$ cat config.mk
export PLATFORM = sky130hd
export DESIGN_NAME = sn_gen_sched
export DESIGN_NICKNAME = d
export VERILOG_FILES = /design/src/rtl/sn_sched_pkg.sv /design/src/rtl/sn_gen_sched_arbiter.sv /design/src/rtl/sn_gen_sched.sv
export SDC_FILE = /design/constraint.sdc
export NUM_CORES = 1
export LEC_CHECK = 0
export BUFFER_PORTS_ARGS = -buffer_cell sky130_fd_sc_hd__clkbuf_2
export CAP_MARGIN = 20
export CELL_PAD_IN_SITES_DETAIL_PLACEMENT = 1
export CELL_PAD_IN_SITES_GLOBAL_PLACEMENT = 2
export CORE_ASPECT_RATIO = 0.8
export CORE_MARGIN = 1.5
export CORE_UTILIZATION = 29
export DETAILED_ROUTE_END_ITERATION = 16
export PLACE_DENSITY = 0.79
export SYNTH_ARGS = -nofsm -noshare
export SYNTH_HDL_FRONTEND = slang
export SYNTH_SLANG_ARGS = --single-unit
$ cat constraint.sdc
create_clock -name i_clk_sched -period 3.9 [get_ports i_clk_sched]
set_clock_uncertainty 0.15 [all_clocks]
set_input_delay 0.39 -clock i_clk_sched [delete_from_list [all_inputs] [get_ports i_clk_sched]]
set_output_delay 0.39 -clock i_clk_sched [all_outputs]
set_load 0.02 [all_outputs]
$ cat src/rtl/sn_sched_pkg.sv
// sn_sched_pkg
//   Shared types and constants for the stochastic-number generator scheduler.
//   Holds the FSM state encoding, the completion status codes, the generator
//   lane geometry (4 lanes x 4-bit operands) and the default bitstream length.
package sn_sched_pkg;

   localparam int SN_LANES   = 4;
   localparam int SN_BITS    = 4;
   localparam int SN_LEN_DEF = 16;
   localparam int RUN_CNT_W  = 5;

   typedef enum logic [2:0] {
      S_IDLE      = 3'd0,
      S_LAUNCH    = 3'd1,
      S_WAIT_BUSY = 3'd2,
      S_RUN       = 3'd3,
      S_STOP      = 3'd4,
      S_DONE      = 3'd5
   } state_e;

   // Code 3 is reserved and never produced.
   typedef enum logic [1:0] {
      ST_OK      = 2'd0,
      ST_ABORTED = 2'd1,
      ST_TIMEOUT = 2'd2
   } status_e;

   typedef logic [SN_LANES-1:0][SN_BITS-1:0] operand_t;

endpackage

$ cat src/rtl/sn_gen_sched_arbiter.sv
// rr_arbiter
//   Combinational round-robin pick. Scans the request vector starting at
//   ptr_i and wrapping modulo NREQ; the first requester found wins.
//   Ports:
//     req_i  - request vector
//     ptr_i  - index that has highest priority this round
//     gnt_o  - one-hot winner (all zero when nothing requests)
//     idx_o  - winner index (0 when nothing requests)
//     any_o  - at least one request present
module rr_arbiter #(
   parameter int NREQ = 4,
   parameter int IW   = $clog2(NREQ)
)(
   input  logic [NREQ-1:0] req_i,
   input  logic [IW-1:0]   ptr_i,
   output logic [NREQ-1:0] gnt_o,
   output logic [IW-1:0]   idx_o,
   output logic            any_o
);

   // One extra bit so ptr + offset never overflows before the wrap.
   logic [IW:0]   sum;
   logic [IW-1:0] k;

   always_comb begin
      gnt_o = '0;
      idx_o = '0;
      any_o = 1'b0;
      sum   = '0;
      k     = '0;
      for (int i = 0; i < NREQ; i++) begin
         sum = {1'b0, ptr_i} + (IW+1)'(i);
         if (sum >= (IW+1)'(NREQ)) begin
            sum = sum - (IW+1)'(NREQ);
         end
         k = sum[IW-1:0];
         if (!any_o && req_i[k]) begin
            any_o    = 1'b1;
            gnt_o[k] = 1'b1;
            idx_o    = k;
         end
      end
   end

endmodule

$ cat src/rtl/sn_gen_sched.sv
// sn_gen_sched
//   Round-robin scheduler that shares one 4-lane stochastic-number generator
//   among NREQ requesters. Arbitrates, latches the winner's operands, pulses
//   start/stop into the generator, tracks its busy flag and returns a
//   one-cycle completion pulse with a status code. All outputs registered.
//   Ports:
//     i_clk_sched, i_rst_sched    - clock, synchronous active-high reset
//     i_req, i_x_bn, i_abort      - per-requester request, operands, abort
//     i_gen_busy                  - generator "generating" flag
//     o_grant, o_owner            - one-hot owner and its index
//     o_done, o_status            - completion pulse to owner, status code
//     o_gen_start, o_gen_stop     - one-cycle pulses to the generator
//     o_gen_x                     - latched operands to the generator
//     o_busy, o_run_cnt           - not idle, cycles spent in RUN
//
//   state     | meaning
//   ----------+-----------------------------------------------------------
//   IDLE      | no owner; arbitrate among requests
//   LAUNCH    | start pulse out, run counter cleared
//   WAIT_BUSY | waiting up to WAIT_MAX cycles for the generator to go busy
//   RUN       | generator busy; counting cycles until busy falls
//   STOP      | stop pulse on entry; wait for busy to fall
//   DONE      | completion pulse to owner with status; grant still held
module sn_gen_sched
   import sn_sched_pkg::*;
#(
   parameter int NREQ     = 4,
   parameter int SN_LEN   = SN_LEN_DEF,
   parameter int WAIT_MAX = 4,
   localparam int IW      = $clog2(NREQ)
)(
   input  logic                                         i_clk_sched,
   input  logic                                         i_rst_sched,
   input  logic [NREQ-1:0]                              i_req,
   input  logic [NREQ-1:0][SN_LANES-1:0][SN_BITS-1:0]   i_x_bn,
   input  logic [NREQ-1:0]                              i_abort,
   input  logic                                         i_gen_busy,
   output logic [NREQ-1:0]                              o_grant,
   output logic [IW-1:0]                                o_owner,
   output logic [NREQ-1:0]                              o_done,
   output logic [1:0]                                   o_status,
   output logic                                         o_gen_start,
   output logic                                         o_gen_stop,
   output logic [SN_LANES-1:0][SN_BITS-1:0]             o_gen_x,
   output logic                                         o_busy,
   output logic [RUN_CNT_W-1:0]                         o_run_cnt
);

   localparam logic [RUN_CNT_W-1:0] RUN_MAX   = RUN_CNT_W'(SN_LEN + 2);
   localparam logic [7:0]           WAIT_LOAD = 8'(WAIT_MAX - 1);

   state_e                 state_q,   state_d;
   logic [IW-1:0]          rr_ptr_q,  rr_ptr_d;
   logic [NREQ-1:0]        grant_q,   grant_d;
   logic [IW-1:0]          owner_q,   owner_d;
   logic [NREQ-1:0]        done_q,    done_d;
   status_e                status_q,  status_d;
   logic                   start_q,   start_d;
   logic                   stop_q,    stop_d;
   operand_t               gen_x_q,   gen_x_d;
   logic                   busy_q,    busy_d;
   logic [RUN_CNT_W-1:0]   run_cnt_q, run_cnt_d;
   logic [7:0]             wait_cnt_q, wait_cnt_d;

   logic [NREQ-1:0]        arb_gnt;
   logic [IW-1:0]          arb_idx;
   logic                   arb_any;
   logic                   owner_abort;
   logic [RUN_CNT_W-1:0]   run_cnt_inc;

   rr_arbiter #(
      .NREQ (NREQ),
      .IW   (IW)
   ) u_arb (
      .req_i (i_req),
      .ptr_i (rr_ptr_q),
      .gnt_o (arb_gnt),
      .idx_o (arb_idx),
      .any_o (arb_any)
   );

   assign owner_abort = i_abort[owner_q];
   assign run_cnt_inc = (run_cnt_q == RUN_MAX) ? run_cnt_q : run_cnt_q + RUN_CNT_W'(1);

   always_comb begin
      state_d    = state_q;
      rr_ptr_d   = rr_ptr_q;
      grant_d    = grant_q;
      owner_d    = owner_q;
      status_d   = status_q;
      gen_x_d    = gen_x_q;
      run_cnt_d  = run_cnt_q;
      wait_cnt_d = wait_cnt_q;

      unique case (state_q)
         S_IDLE: begin
            if (arb_any) begin
               state_d   = S_LAUNCH;
               grant_d   = arb_gnt;
               owner_d   = arb_idx;
               gen_x_d   = i_x_bn[arb_idx];
               rr_ptr_d  = (arb_idx == IW'(NREQ - 1)) ? '0 : arb_idx + IW'(1);
               run_cnt_d = '0;
               status_d  = ST_OK;
            end
         end
         S_LAUNCH: begin
            wait_cnt_d = WAIT_LOAD;
            if (owner_abort) begin
               state_d  = S_STOP;
               status_d = ST_ABORTED;
            end else begin
               state_d  = S_WAIT_BUSY;
            end
         end
         S_WAIT_BUSY: begin
            // Abort outranks both busy rising and the wait expiry.
            if (owner_abort) begin
               state_d  = S_STOP;
               status_d = ST_ABORTED;
            end else if (i_gen_busy) begin
               state_d  = S_RUN;
            end else if (wait_cnt_q == 8'd0) begin
               state_d  = S_STOP;
               status_d = ST_TIMEOUT;
            end else begin
               wait_cnt_d = wait_cnt_q - 8'd1;
            end
         end
         S_RUN: begin
            run_cnt_d = run_cnt_inc;
            // Busy falling is a completion and wins over a same-cycle abort.
            if (!i_gen_busy) begin
               state_d  = S_DONE;
               status_d = ST_OK;
            end else if (owner_abort) begin
               state_d  = S_STOP;
               status_d = ST_ABORTED;
            end else if (run_cnt_inc == RUN_MAX) begin
               state_d  = S_STOP;
               status_d = ST_TIMEOUT;
            end
         end
         S_STOP: begin
            if (!i_gen_busy) begin
               state_d = S_DONE;
            end
         end
         S_DONE: begin
            state_d = S_IDLE;
            grant_d = '0;
         end
         default: begin
            state_d = S_IDLE;
            grant_d = '0;
         end
      endcase

      // Pulse outputs are derived from the upcoming state so they stay registered.
      start_d = (state_d == S_LAUNCH);
      stop_d  = (state_d == S_STOP) && (state_q != S_STOP);
      done_d  = (state_d == S_DONE) ? grant_d : '0;
      busy_d  = (state_d != S_IDLE);
   end

   always_ff @(posedge i_clk_sched) begin
      if (i_rst_sched) begin
         state_q    <= S_IDLE;
         rr_ptr_q   <= '0;
         grant_q    <= '0;
         owner_q    <= '0;
         done_q     <= '0;
         status_q   <= ST_OK;
         start_q    <= 1'b0;
         stop_q     <= 1'b0;
         gen_x_q    <= '0;
         busy_q     <= 1'b0;
         run_cnt_q  <= '0;
         wait_cnt_q <= '0;
      end else begin
         state_q    <= state_d;
         rr_ptr_q   <= rr_ptr_d;
         grant_q    <= grant_d;
         owner_q    <= owner_d;
         done_q     <= done_d;
         status_q   <= status_d;
         start_q    <= start_d;
         stop_q     <= stop_d;
         gen_x_q    <= gen_x_d;
         busy_q     <= busy_d;
         run_cnt_q  <= run_cnt_d;
         wait_cnt_q <= wait_cnt_d;
      end
   end

   assign o_grant     = grant_q;
   assign o_owner     = owner_q;
   assign o_done      = done_q;
   assign o_status    = status_q;
   assign o_gen_start = start_q;
   assign o_gen_stop  = stop_q;
   assign o_gen_x     = gen_x_q;
   assign o_busy      = busy_q;
   assign o_run_cnt   = run_cnt_q;

endmodule

After elaboration in Yosys (flattened, before gate mapping)
Cells that the tools add are included.
{"block": "totals", "wordCells": 150, "output_inout_bits": 36, "register_bits": 49}
{"block": "classes", "reduce_logical": 23, "bitwise": 4, "order_cmp": 14, "addsub": 10, "n_mux": 65, "eq_ne": 19}
{"cell": "two-way mux 2 bit", "count": 17}
{"cell": "binary-select mux 16 bit (select 2 bit)", "count": 1}
{"cell": "two-way mux 3 bit", "count": 9}
{"cell": "two-way mux 8 bit", "count": 3}
{"cell": "two-way mux 4 bit", "count": 5}
{"cell": "less-than comparator 2 x 3 -> 1 bit (second input constant)", "count": 6}
{"cell": "two-way mux 16 bit", "count": 1}
{"cell": "case mux 8 bit (2 select lines)", "count": 1}
{"cell": "case mux 3 bit (5 select lines)", "count": 1}
{"cell": "two-way mux 1 bit", "count": 13}
{"cell": "OR 4 bit", "count": 3}
{"cell": "binary-select mux 1 bit (select 2 bit)", "count": 5}
{"cell": "== test 5 bit (second input constant)", "count": 2}
{"cell": "two-way mux 5 bit", "count": 2}
{"cell": "inequality test 2 bit (second input constant)", "count": 5}
{"cell": "case mux 5 bit (2 select lines)", "count": 1}
{"cell": "== test 3 bit (second input constant)", "count": 3}
{"cell": "greater-or-equal comparator 3 bit (second input constant)", "count": 3}
{"cell": "inequality test 3 bit (second input constant)", "count": 3}
{"cell": "demux 1 bit (select 2 bit)", "count": 4}
{"cell": "greater-or-equal comparator 2 x 1 -> 1 bit (second input constant)", "count": 4}
{"cell": "logical AND 1 bit", "count": 8}
{"cell": "logical NOT 8 bit", "count": 1}
{"cell": "case mux 2 bit (4 select lines)", "count": 1}
{"cell": "23 further kinds", "count": 33}

Logic depth before layout (Yosys ltp)
Gate-level depths: netlist of run 1.
{"block": "logic_depth", "depth_word": 19, "mapped_depth": 12, "mapped_depth_nobuf": 8}

Hierarchy
From an unflattened synthesis of run 1, not the netlist that was laid out.
{"block": "unflattened", "hier_cells": 329, "hier_area_um2": 2999.1}
{"module": "sn_gen_sched", "area_each_um2": 2580.0, "cells_each": 284, "n_inst": 1, "seq_area_each_um2": 980.9}
{"module": "rr_arbiter", "area_each_um2": 419.2, "cells_each": 45, "n_inst": 1, "seq_area_each_um2": 0.0}

Worst setup path after synthesis of run 1
Ideal clock, no wire load.
{"block": "synth_timing", "path_kind": "register to register", "start": "register (tool-made name)", "end": "register gen_x_q, in the netlist o_gen_x[11]", "path_buffers": 4, "arrival_ns": 2.998, "path_stages_with_launch": 13, "setup_slack_ns": 0.630, "required_ns": 3.628, "synth_period_minus_slack_ns": 3.270, "cell_sequence": "dfxtp_1 buf_6 inv_1 ha_1 buf_6 mux4_2 nor2b_4 buf_6 nor2_8 o21ai_4 buf_6 mux2_4 a221o_1"}
{"element": "to (signal assigned)", "line_no": "sn_gen_sched.sv:189", "rtl": "gen_x_q <= gen_x_d;"}
{"element": "to (decl)", "line_no": "sn_gen_sched.sv:60", "rtl": "operand_t gen_x_q, gen_x_d;"}

Worst setup path in the final report of run 1
{"block": "layout_timing", "start": "register rr_ptr_q[1]", "end": "register gen_x_q, in the netlist o_gen_x[11]"}
{"block": "layout_between", "elab_chain_cells": 16, "elab_cells_between_ends": 40}
{"element": "from (decl)", "line_no": "sn_gen_sched.sv:53", "rtl": "logic [IW-1:0] rr_ptr_q, rr_ptr_d;"}
{"element": "from (signal assigned)", "line_no": "sn_gen_sched.sv:182", "rtl": "rr_ptr_q <= rr_ptr_d;"}
{"element": "branches (longest 16 deep; another with adder 2 x 1 -> 3 bit)"}
Parallel ways; which one is timed is not known. The select of a mux whose other input is x is not followed.
A chain may end at the register's enable or synchronous reset.

==> impl_metrics.yaml, run 1 <==
drt:
  viasPerCell: 5.25
  drt-initial-drc-count: 117
  drt-total-wl_mm: 10.5
  vias: 3349
  wl_per_cell_um: 16.4
  ant_nets: 0
  drc: 0
  dr.pass1.iters: 4
clock_tree:
  clock_sinks: 49
  path_clk_slew_ps: 70
  cts_root_buffer: "clkbuf_16"
  htree_levels: 2
  post-cts-setup-buffers: 0
  cts-resized-gates: 0
  cts-buffers-inserted: 5
  cts_tree: "yes"
  ctsHoldBuffers: 0
  cts_buffer_depth: 2
  clkLatencyLatePin_ps: 290
global_route:
  grt_use_total_pct: 17.9
  grt_pass1_vias: 3473
  grt_max_degree: 31
  grt_pass1_wl_mm: 17.4
  gr-total-overflow: 0
  grt_antenna_before_repair: 0
yosys:
  yosys.area.top_type: "dfxtp_1"
  yosysTopAreaCellShare_pct: 29.7
  ys.flop_type: "dfxtp_1"
  syn_nets: 479
  synthDistinctLibCells: 50
  syn_area_per_cell_um2: 8.42
  synth_seq_cells: 49
  synth_warnings: 0
  seq_area_frac_synth_pct: 29.7
  synth-edff-count: 0
  async_reset_ff_share_pct: 0
  syn-cell-area_um2: 3310
  syn_inst: 393
  synth_area_leaders: "dfxtp_1 30%, nor2_1 9.3%, mux2i_1 5.1%"
power_and_ir_drop:
  p_per_area_nw_per_um2: 776
  peakVddDrop_uv: 244
  p_leak_uw: 0.00179
timing:
  fin_crit_sh_pct: 90.4
  holdWs_ps: 289
  worst_slack_ps: 376
  rsz0062_at_grt: "false"
  hold_violations: 0
  finalMaxSlewViolations: 0
  setup_tns_ps: 0
  finalSetupViolations: 0
  max_freq_mhz: 284
  slew_headroom_pct: 41.6
  final.min_clock_period_ps: 3520
  worstMarginPinSlew_ps: 867
layout:
  synthToLayoutAreaGrowth_pct: 24.8
  design_area_um2: 4130
  fill_cells: 1370
  drive_gt1_share_pct: 32.2
  post-route-util_pct: 37.6
  antennaDiodeCount: 0
  layout.nets: 579
  layout_common_cells: "111 x clkbuf_2, 82 x nor2_1, 49 x dfxtp_1"
  final_common_cell: "clkbuf_2"
critical_path:
  path_max_fanout: 18
  r2r-start: "rr_ptr_q[1]"
  crit_arrival_ps: 3550
  cp.required_ps: 3920
  worstRegToRegCells: 9
  timing.rr.end: "o_gen_x[11]"
  path_class: "register to register"
  reg2reg_slack_ps: 380
  start_kind: "register"
  crit_path_end_kind: "register"
floorplanning:
  die_y_um: 98.5
  core_area_um2: 11000
  pin_count: 111
  initial_core_util_pct: 30.1
  die_area_um2: 12100
  die_w_um: 122
  fp-row-count: 34
worst_hold_path:
  hold_path.class: "primary input to register"
  hold_depth: 3
  min_to: "o_gen_x[6]"
  worstHoldStart: "i_x_bn[54]"
place:
  place_area_um2: 3970
  port_buffers: 110
  gp_congestion: 0.783
  post-place-ws_ps: 392
  hpwl_mm: 8.01
run_status:
  outcome: "completed"
run:
  drv_cap: 0
[logic make-up after synthesis]
logic type	count (synthesis)	share of synthesized area (%)
AOI/OAI and AO/OA	102	23.0
buffers and inverters	38	5.75
xor gates and xnor gates	9	2.38
muxes	38	14.6
adders and majority gates	11	4.16
and+or+nand+nor	146	20.5
DFF	49	29.7
[synth_stat cells (all sizes together), types with 2 or more instances]
cell,n
buf,13
a211oi,11
inv,10
mux4,4
xor2,7
dfxtp,49
and3,2
a311oi,2
a31oi,5
mux2i,17
nand4b,2
o21ai,11
nor3b,2
xnor2,2
clkbuf,15
nand2,18
a22oi,4
a2bb2oi,2
or4,2
nand2b,10
nor4,4
nor3,8
or2,3
nand3,7
or3,2
a221o,16
mux2,17
a2111oi,17
ha,11
nor2,83
o22ai,2
a21oi,24
[critical path, cell delays in order (launching register included)]
cell and delay [ps]:
dfxtp_1 530, inv_1 160, ha_1 340, mux4_2 600
nor2b_4 260, nor2_8 130, o21ai_4 370, buf_4 250
mux2_4 310, a221o_1 300
[per-stage QoR]
stage	power, uW	std cells
5_1_grt	3480	638
6_report	3200	638
3_5_place_dp	2760	629
2_1_floorplan	2250	393
3_3_place_gp	2710	629
4_1_cts	3230	637
[registers in the layout (all words and copies together) (netlist names), 2 cells and up, named ones only]
register	flops
o_run_cnt	5
o_done	4
o_owner	2
o_grant	4
state_q	3
o_status	2
o_gen_x	16
wait_cnt_q	8
[routing by layer]
metal | part of all wire (%) | routed length [um] | track usage [%] | vias to the layer above
met5 | 0 | 0 | 0 | -
met4 | 0.67 | 70 | 3.85 | 0
met3 | 7.9 | 825 | 5.56 | 5
met2 | 44 | 4620 | 28.5 | 113
met1 | 47 | 4960 | 23.7 | 1580
li1 | - | - | - | 1651
[worst max path at each step]
stage	from	end	slack [ps]	cells after the start
floorplan	register	o_gen_x[11]	630	12
global placement	rr_ptr_q[1]	o_gen_x[14]	490	9
detailed placement	rr_ptr_q[1]	o_gen_x[11]	390	9
CTS	rr_ptr_q[1]	o_gen_x[11]	390	9
global route	rr_ptr_q[1]	o_gen_x[11]	200	9
finish	rr_ptr_q[1]	o_gen_x[11]	380	9
[area by class of cell]
class / count / area [um^2] / share of cell area [%]
tap: 144 / 180 / 4.36
sequential: 49 / 981 / 23.8
timing repair buffer: 121 / 631 / 15.3
multi-input combinational: 306 / 2140 / 51.9
clock buffer: 7 / 153 / 3.70
inverter: 10 / 37.5 / 0.909
clock inverter: 1 / 5.00 / 0.121
[power by group]
| group | total, uW | internal, uW | switching (uW) |
|---|---|---|---|
| Clock | 461 | 272 | 189 |
| Combinational | 1930 | 791 | 1140 |
| Sequential | 813 | 665 | 148 |
| Total | 3200 | 1730 | 1470 |
No activity file was read; power rests on OpenSTA's default activity.
==> run 2, diff against run 1 <==
--- a/config.mk
+++ b/config.mk
@@ -5,15 +5,17 @@
 export SDC_FILE = /design/constraint.sdc
 export NUM_CORES = 1
 export LEC_CHECK = 0
+export ABC_AREA = 1
 export BUFFER_PORTS_ARGS = -buffer_cell sky130_fd_sc_hd__clkbuf_2
 export CAP_MARGIN = 20
 export CELL_PAD_IN_SITES_DETAIL_PLACEMENT = 1
 export CELL_PAD_IN_SITES_GLOBAL_PLACEMENT = 2
 export CORE_ASPECT_RATIO = 0.8
 export CORE_MARGIN = 1.5
-export CORE_UTILIZATION = 29
+export CORE_UTILIZATION = 26
 export DETAILED_ROUTE_END_ITERATION = 16
-export PLACE_DENSITY = 0.79
+export PLACE_DENSITY = 0.78
 export SYNTH_ARGS = -nofsm -noshare
 export SYNTH_HDL_FRONTEND = slang
+export SYNTH_HIERARCHICAL = 1
 export SYNTH_SLANG_ARGS = --single-unit
==> run 2 against run 1 <==
Sequential power shrank 3.9%. Core utilization is 3.3 points lower. Clock power rose by 21%. Design area fell by 2.7%. Sequential share of layout area rose by 0.67 points. Synthesized area is 4.6% lower. Flip-flop and latch count stayed put. Non-clock buffer count is 8 lower. Via count up 3.1%. Total power rose by 15%. Fmax is 12% higher. First-iteration DRC count is 44% higher.
==> impl_metrics.yaml, run 2 <==
critical_path:
  path_cells: "inv_2 > ha_1 > inv_1 > nand3_1 > nand2_1 > nor2_1 > a21oi_1 > nand3_1 > inv_1 > o21ai_0 > o22ai_1 > nor2_1 > nor2_1"
  cp.required_ps: 3940
  crit_path_frequent_cell: "nor2_1"
  r2r-start: "rr_ptr_q[0]"
  worstRegToRegCells: 13
  reg2reg_slack_ps: 740
  timing.rr.end: "o_gen_x[7]"
  crit_path_end_kind: "register"
  crit_arrival_ps: 3200
  max_stage_delay_ps: 530
  path_class: "register to register"
  path_max_fanout: 32
  start_kind: "register"
  cpMaxStageDelayCell: "dfxtp_1"
global_route:
  grt_antenna_before_repair: 0
  grt_pass1_wl_mm: 17.1
  gr-total-overflow: 0
  grt_max_degree: 40
  grt_pass1_vias: 3602
  grt_use_total_pct: 16.5
yosys:
  synth_warnings: 6
  synth-edff-count: 0
  synthTopCellsByCount: "90 x nor2_1, 71 x nand2_1, 55 x o21ai_0, 49 x dfxtp_1, 44 x inv_1"
  synth_area_leaders: "dfxtp_1 31%, nor2_1 11%, o21ai_0 8.7%"
  yosysTopAreaCellShare_pct: 31.1
  ys.flop_type: "dfxtp_1"
  seq_area_frac_synth_pct: 31.1
  synth_most_common_cell: "nor2_1"
  syn_area_per_cell_um2: 6.62
  syn_nets: 561
  synthDistinctLibCells: 36
  synth_seq_cells: 49
  syn_inst: 477
  syn-cell-area_um2: 3160
  async_reset_ff_share_pct: 0
  yosys.area.top_type: "dfxtp_1"
timing:
  worstMarginPinSlew_ps: 838
  holdWs_ps: 260
  hold_violations: 0
  slew_headroom_pct: 44.0
  final.min_clock_period_ps: 3160
  max_freq_mhz: 317
  finalSetupViolations: 0
  setup_tns_ps: 0
  worst_slack_ps: 743
  fin_crit_sh_pct: 80.9
  finalMaxSlewViolations: 0
  rsz0062_at_grt: "false"
place:
  port_buffers: 110
  gp_congestion: 0.814
  hpwl_mm: 7.74
  dp.cells: 719
  post-place-ws_ps: 725
power_and_ir_drop:
  intPower_uw: 1780
  p_seq_share_pct: 21.1
  p_leak_uw: 0.00193
  clkPwrFrac_pct: 15.2
  p_per_area_nw_per_um2: 921
  p_comb_share_pct: 63.7
  switchingPower_uw: 1920
  peakVddDrop_uv: 426
  p_sw_share_pct: 51.8
layout:
  fill_cells: 1540
  layout.nets: 662
  antennaDiodeCount: 0
  synthToLayoutAreaGrowth_pct: 27.2
  layout_common_cells: "110 x clkbuf_2, 90 x nor2_1, 71 x nand2_1"
  drive_gt1_share_pct: 28.2
  seq_area_um2: 981
  final_cells: 727
  largest_register_ffs: 16
  multi_input_area_um2: 1890
  final_common_cell: "clkbuf_2"
drt:
  ant_nets: 0
  wl_per_cell_um: 13.9
  drt-total-wl_mm: 10.1
  drt-initial-drc-count: 169
  dr.pass1.iters: 4
  drc: 0
  viasPerCell: 4.75
  vias: 3452
floorplanning:
  die_area_um2: 12800
  die_y_um: 102
  pin_count: 111
  initial_core_util_pct: 27.0
  core_area_um2: 11700
  fp-row-count: 35
  die_w_um: 126
worst_hold_path:
  worstHoldStart: "i_x_bn[62]"
  hold_path.class: "primary input to register"
  min_to: "o_gen_x[14]"
  hold_depth: 3
clock_tree:
  clock_sinks: 49
  path_clk_slew_ps: 70
  cts-resized-gates: 0
  cts_tree: "yes"
  cts_buffer_depth: 2
  cts-buffers-inserted: 5
  htree_levels: 2
  ctsHoldBuffers: 0
  cts_root_buffer: "clkbuf_16"
  post-cts-setup-buffers: 0
  clkLatencyLatePin_ps: 290
run:
  drv_cap: 0
run_status:
  outcome: "completed"
==> run 2: cell types whose count changed in the layout (fill, tap and decap cells not counted), moves of 16 or more <==
| cell | delta |
|---|---|
| o21ai_0 | +46 |
| a2111oi_0 | -17 |
| nand3_1 | +22 |
| mux2i_1 | -17 |
| nand2_1 | +53 |
| inv_1 | +34 |
| a221o_1 | -16 |
==> run 2: cell families (layout without fill, tap and decap cells) <==
group           count (synthesis)  count (layout)  synth area share, %
compound gates                108             108                 18.4
xor+xnor                        5               5                 1.63
fa+ha+maj                       9               9                 3.57
buf+inv                        70             172                 8.96
flops                          49              49                 31.1
simple gates                  236             236                 36.4
==> run 2: worst max path at each step <==
stage / start / end / slack, ps / cells past startpoint
after floorplan: rr_ptr_q[0] / o_gen_x[0] / 1230 / 14
after global placement: rr_ptr_q[0] / o_gen_x[7] / 890 / 13
after detailed placement: rr_ptr_q[0] / o_gen_x[7] / 720 / 13
after CTS: rr_ptr_q[0] / o_gen_x[7] / 710 / 13
after global routing: rr_ptr_q[0] / o_gen_x[7] / 360 / 13
final: rr_ptr_q[0] / o_gen_x[7] / 740 / 13
==> run 2: layer usage <==
metal / vias up / global-route usage [%] / wire [um]
met1: 1592 / 21.5 / 4940
met2: 79 / 28.1 / 4560
li1: 1774 / - / -
met5: - / 0 / 0
met3: 7 / 4.01 / 518
met4: 0 / 3.45 / 76
==> run 2: power groups by stage <==
stage               combinational, uW  sequential (uW)  clock (uW)
floorplan                        1670              907           0
global placement                 2350              783           0
detailed placement               2380              791           0
CTS                              2400              782         573
global route                     2720              803         593
finish                           2360              781         560
==> run 2: stage by stage <==
| stage | utilization, % | power, uW | cell area, um^2 |
|---|---|---|---|
| after CTS | 34.3 | 3750 | 4020 |
| final | 34.3 | 3700 | 4020 |
| after floorplan | - | 2580 | 3160 |
| after global placement | 32.7 | 3130 | 3830 |
| after detailed placement | 32.7 | 3180 | 3830 |
| after global routing | 34.3 | 4120 | 4020 |
==> run 2: worst max-delay path: cells and delay by family, from the launching register on <==
family,cells,cell delay [ps]
and+or+nand+nor,6,740
buffers and inverters,3,650
AOI/OAI and AO/OA,3,580
adders and majority gates,1,400
DFF,1,530
==> run 2: area by class of cell <==
| class | instances | area share (%) |
|---|---|---|
| clock inverter | 3 | 1.62 |
| clock buffer | 5 | 3.12 |
| inverter | 51 | 4.83 |
| tap | 148 | 4.61 |
| sequential | 49 | 24.4 |
| multi-input combinational | 358 | 47.1 |
| timing repair buffer | 113 | 14.3 |
==> run 3, diff against run 2 <==
==> constraint.sdc (replaced) <==
create_clock -name i_clk_sched -period 3.16 [get_ports i_clk_sched]
set_clock_uncertainty 0.15 [all_clocks]
set_input_delay 0.316 -clock i_clk_sched [delete_from_list [all_inputs] [get_ports i_clk_sched]]
set_output_delay 0.316 -clock i_clk_sched [all_outputs]
set_load 0.02 [all_outputs]
==> run 3 against run 2 <==
Core utilization up 0.064 points. Total power up 25%. Cell count up 0.41%. Clock power up 9.6%. Non-clock buffer count up 3. Flip-flop and latch count unchanged. Design area up 0.19%. Sequential power up 20%. Global-route usage up 0.093 points. Wire length up 3.1%. Die area unchanged.
==> impl_metrics.yaml, run 3 (synthesized netlist as in run 2, its figures left out) <==
power_and_ir_drop:
  fin_total_pwr_uw: 4610
  peakVddDrop_uv: 368
  p_leak_uw: 0.00193
  p_per_area_nw_per_um2: 1140
drt:
  ant_nets: 0
  wl_per_cell_um: 14.3
  dr.pass1.iters: 4
  viasPerCell: 4.76
  drt-total-wl_mm: 10.4
  drt-initial-drc-count: 155
  drc: 0
  vias: 3476
floorplanning:
  die_area_um2: 12800
  initial_core_util_pct: 27.0
  core_area_um2: 11700
  pin_count: 111
  fp-row-count: 35
  die_w_um: 126
  die_y_um: 102
global_route:
  met1_usage_pct: 21.4
  grt_use_met2_pct: 28.6
  grt_pass1_vias: 3579
  gr-usage-met3_pct: 3.96
  grt_use_total_pct: 16.6
  gr-total-overflow: 0
  grt_antenna_before_repair: 0
  grt_max_degree: 40
  grt.busiest_layer: "met2"
  grt_pass1_wl_mm: 17.2
layout:
  layout.nets: 666
  antennaDiodeCount: 0
  largest_register_ffs: 16
  drive_gt1_share_pct: 28.7
  synthToLayoutAreaGrowth_pct: 27.5
  layout_common_cells: "110 x clkbuf_2, 90 x nor2_1, 71 x nand2_1"
  final_common_cell: "clkbuf_2"
critical_path:
  cpMaxStageDelayCell: "ha_1"
  r2r-start: "rr_ptr_q[1]"
  cp.required_ps: 3170
  path_class: "register to register"
  timing.rr.end: "o_gen_x[15]"
  reg2reg_slack_ps: 250
  crit_path_end_kind: "register"
  path_cells: "inv_1 > ha_1 > inv_1 > nand3_1 > nand2_1 > nor2_1 > a21oi_1 > nand3_1 > clkinvlp_4 > o21ai_0 > a31oi_1"
  start_kind: "register"
  crit_arrival_ps: 2910
  worstRegToRegCells: 11
  path_max_fanout: 16
  max_stage_delay_ps: 380
worst_hold_path:
  hold_path.class: "primary input to register"
  hold_depth: 3
  min_to: "o_gen_x[13]"
  worstHoldStart: "i_x_bn[61]"
timing:
  final.min_clock_period_ps: 2910
  hold_violations: 0
  finalSetupViolations: 0
  worstMarginPinSlew_ps: 780
  rsz0062_at_grt: "false"
  max_freq_mhz: 344
  finalMaxSlewViolations: 0
  fin_crit_sh_pct: 92.0
  setup_tns_ps: 0
  slew_headroom_pct: 47.9
clock_tree:
  cts-buffers-inserted: 5
  htree_levels: 2
  cts_buffer_depth: 2
  cts_root_buffer: "clkbuf_16"
  cts_tree: "yes"
  clock_sinks: 49
  ctsHoldBuffers: 0
  clkLatencyLatePin_ps: 300
  path_clk_slew_ps: 70
run_status:
  outcome: "completed"
place:
  hpwl_mm: 7.78
  gp_congestion: 0.813
  port_buffers: 110
run:
  drv_cap: 0
## run 3: cell types whose count changed in the layout (fill, tap and decap cells not counted)
| cell | change |
|---|---|
| buf_4 | +2 |
| buf_6 | +1 |
| clkinvlp_4 | +2 |
| inv_1 | -1 |
| bufinv_16 | -1 |
## run 3: final cells by class
| type | count | area, um^2 |
|---|---|---|
| Timing Repair Buffer | 116 | 599 |
| Sequential cell | 49 | 981 |
| Multi-Input combinational cell | 358 | 1890 |
| Fill cell | 1527 | 7670 |
| Tap cell | 148 | 185 |
| Timing Repair inverter | 1 | 7.51 |
| Clock buffer | 5 | 125 |
| Inverter | 51 | 198 |
| Clock inverter | 2 | 35.0 |
## run 3: power by group
group | internal (uW) | switching [uW] | leakage (uW) | total (uW)
registers | 818 | 122 | 0.000402 | 940
clock network | 368 | 246 | 0.0000797 | 614
logic | 973 | 2080 | 0.00145 | 3050
## run 3: what timing repair did
action | 4_1_cts | 5_1_grt
gates resized for setup | 0 | 3
setup buffers | 0 | 1
setup endpoints to repair | 0 | 1
## run 3: worst max-delay path by stage
stage	to	from
after floorplan	o_gen_x[0]	rr_ptr_q[0]
after global placement	o_gen_x[11]	rr_ptr_q[0]
after detailed placement	o_gen_x[7]	rr_ptr_q[0]
after CTS	o_gen_x[7]	rr_ptr_q[0]
after global routing	o_gen_x[0]	rr_ptr_q[0]
final	o_gen_x[15]	rr_ptr_q[1]
## run 3: through the flow
stage / utilization [%] / setup slack [ps] / instances / instance area (um^2) / hold slack [ps]
floorplan: - / 486 / 477 / 3160 / 295
global placement: 32.9 / 426 / 721 / 3840 / 301
detailed placement: 32.9 / 324 / 721 / 3840 / 309
CTS: 34.2 / 310 / 728 / 4000 / 184
global route: 34.4 / 6.03 / 730 / 4020 / 189
finish: 34.4 / 252 / 730 / 4020 / 176
## run 3: per-layer routing
| metal | part of all wire (%) | wire [um] |
|---|---|---|
| met1 | 48 | 5020 |
| met2 | 45 | 4710 |
| met3 | 5.8 | 601 |
| met4 | 0.72 | 75 |
| met5 | 0 | 0 |
## run 3: worst max-delay path, delay by kind of cell, from the launching register on
kind | cells | cell delay (ps)
simple gates | 4 | 820
buf+inv | 3 | 590
compound gates | 3 | 490
fa+ha+maj | 1 | 380
flops | 1 | 340
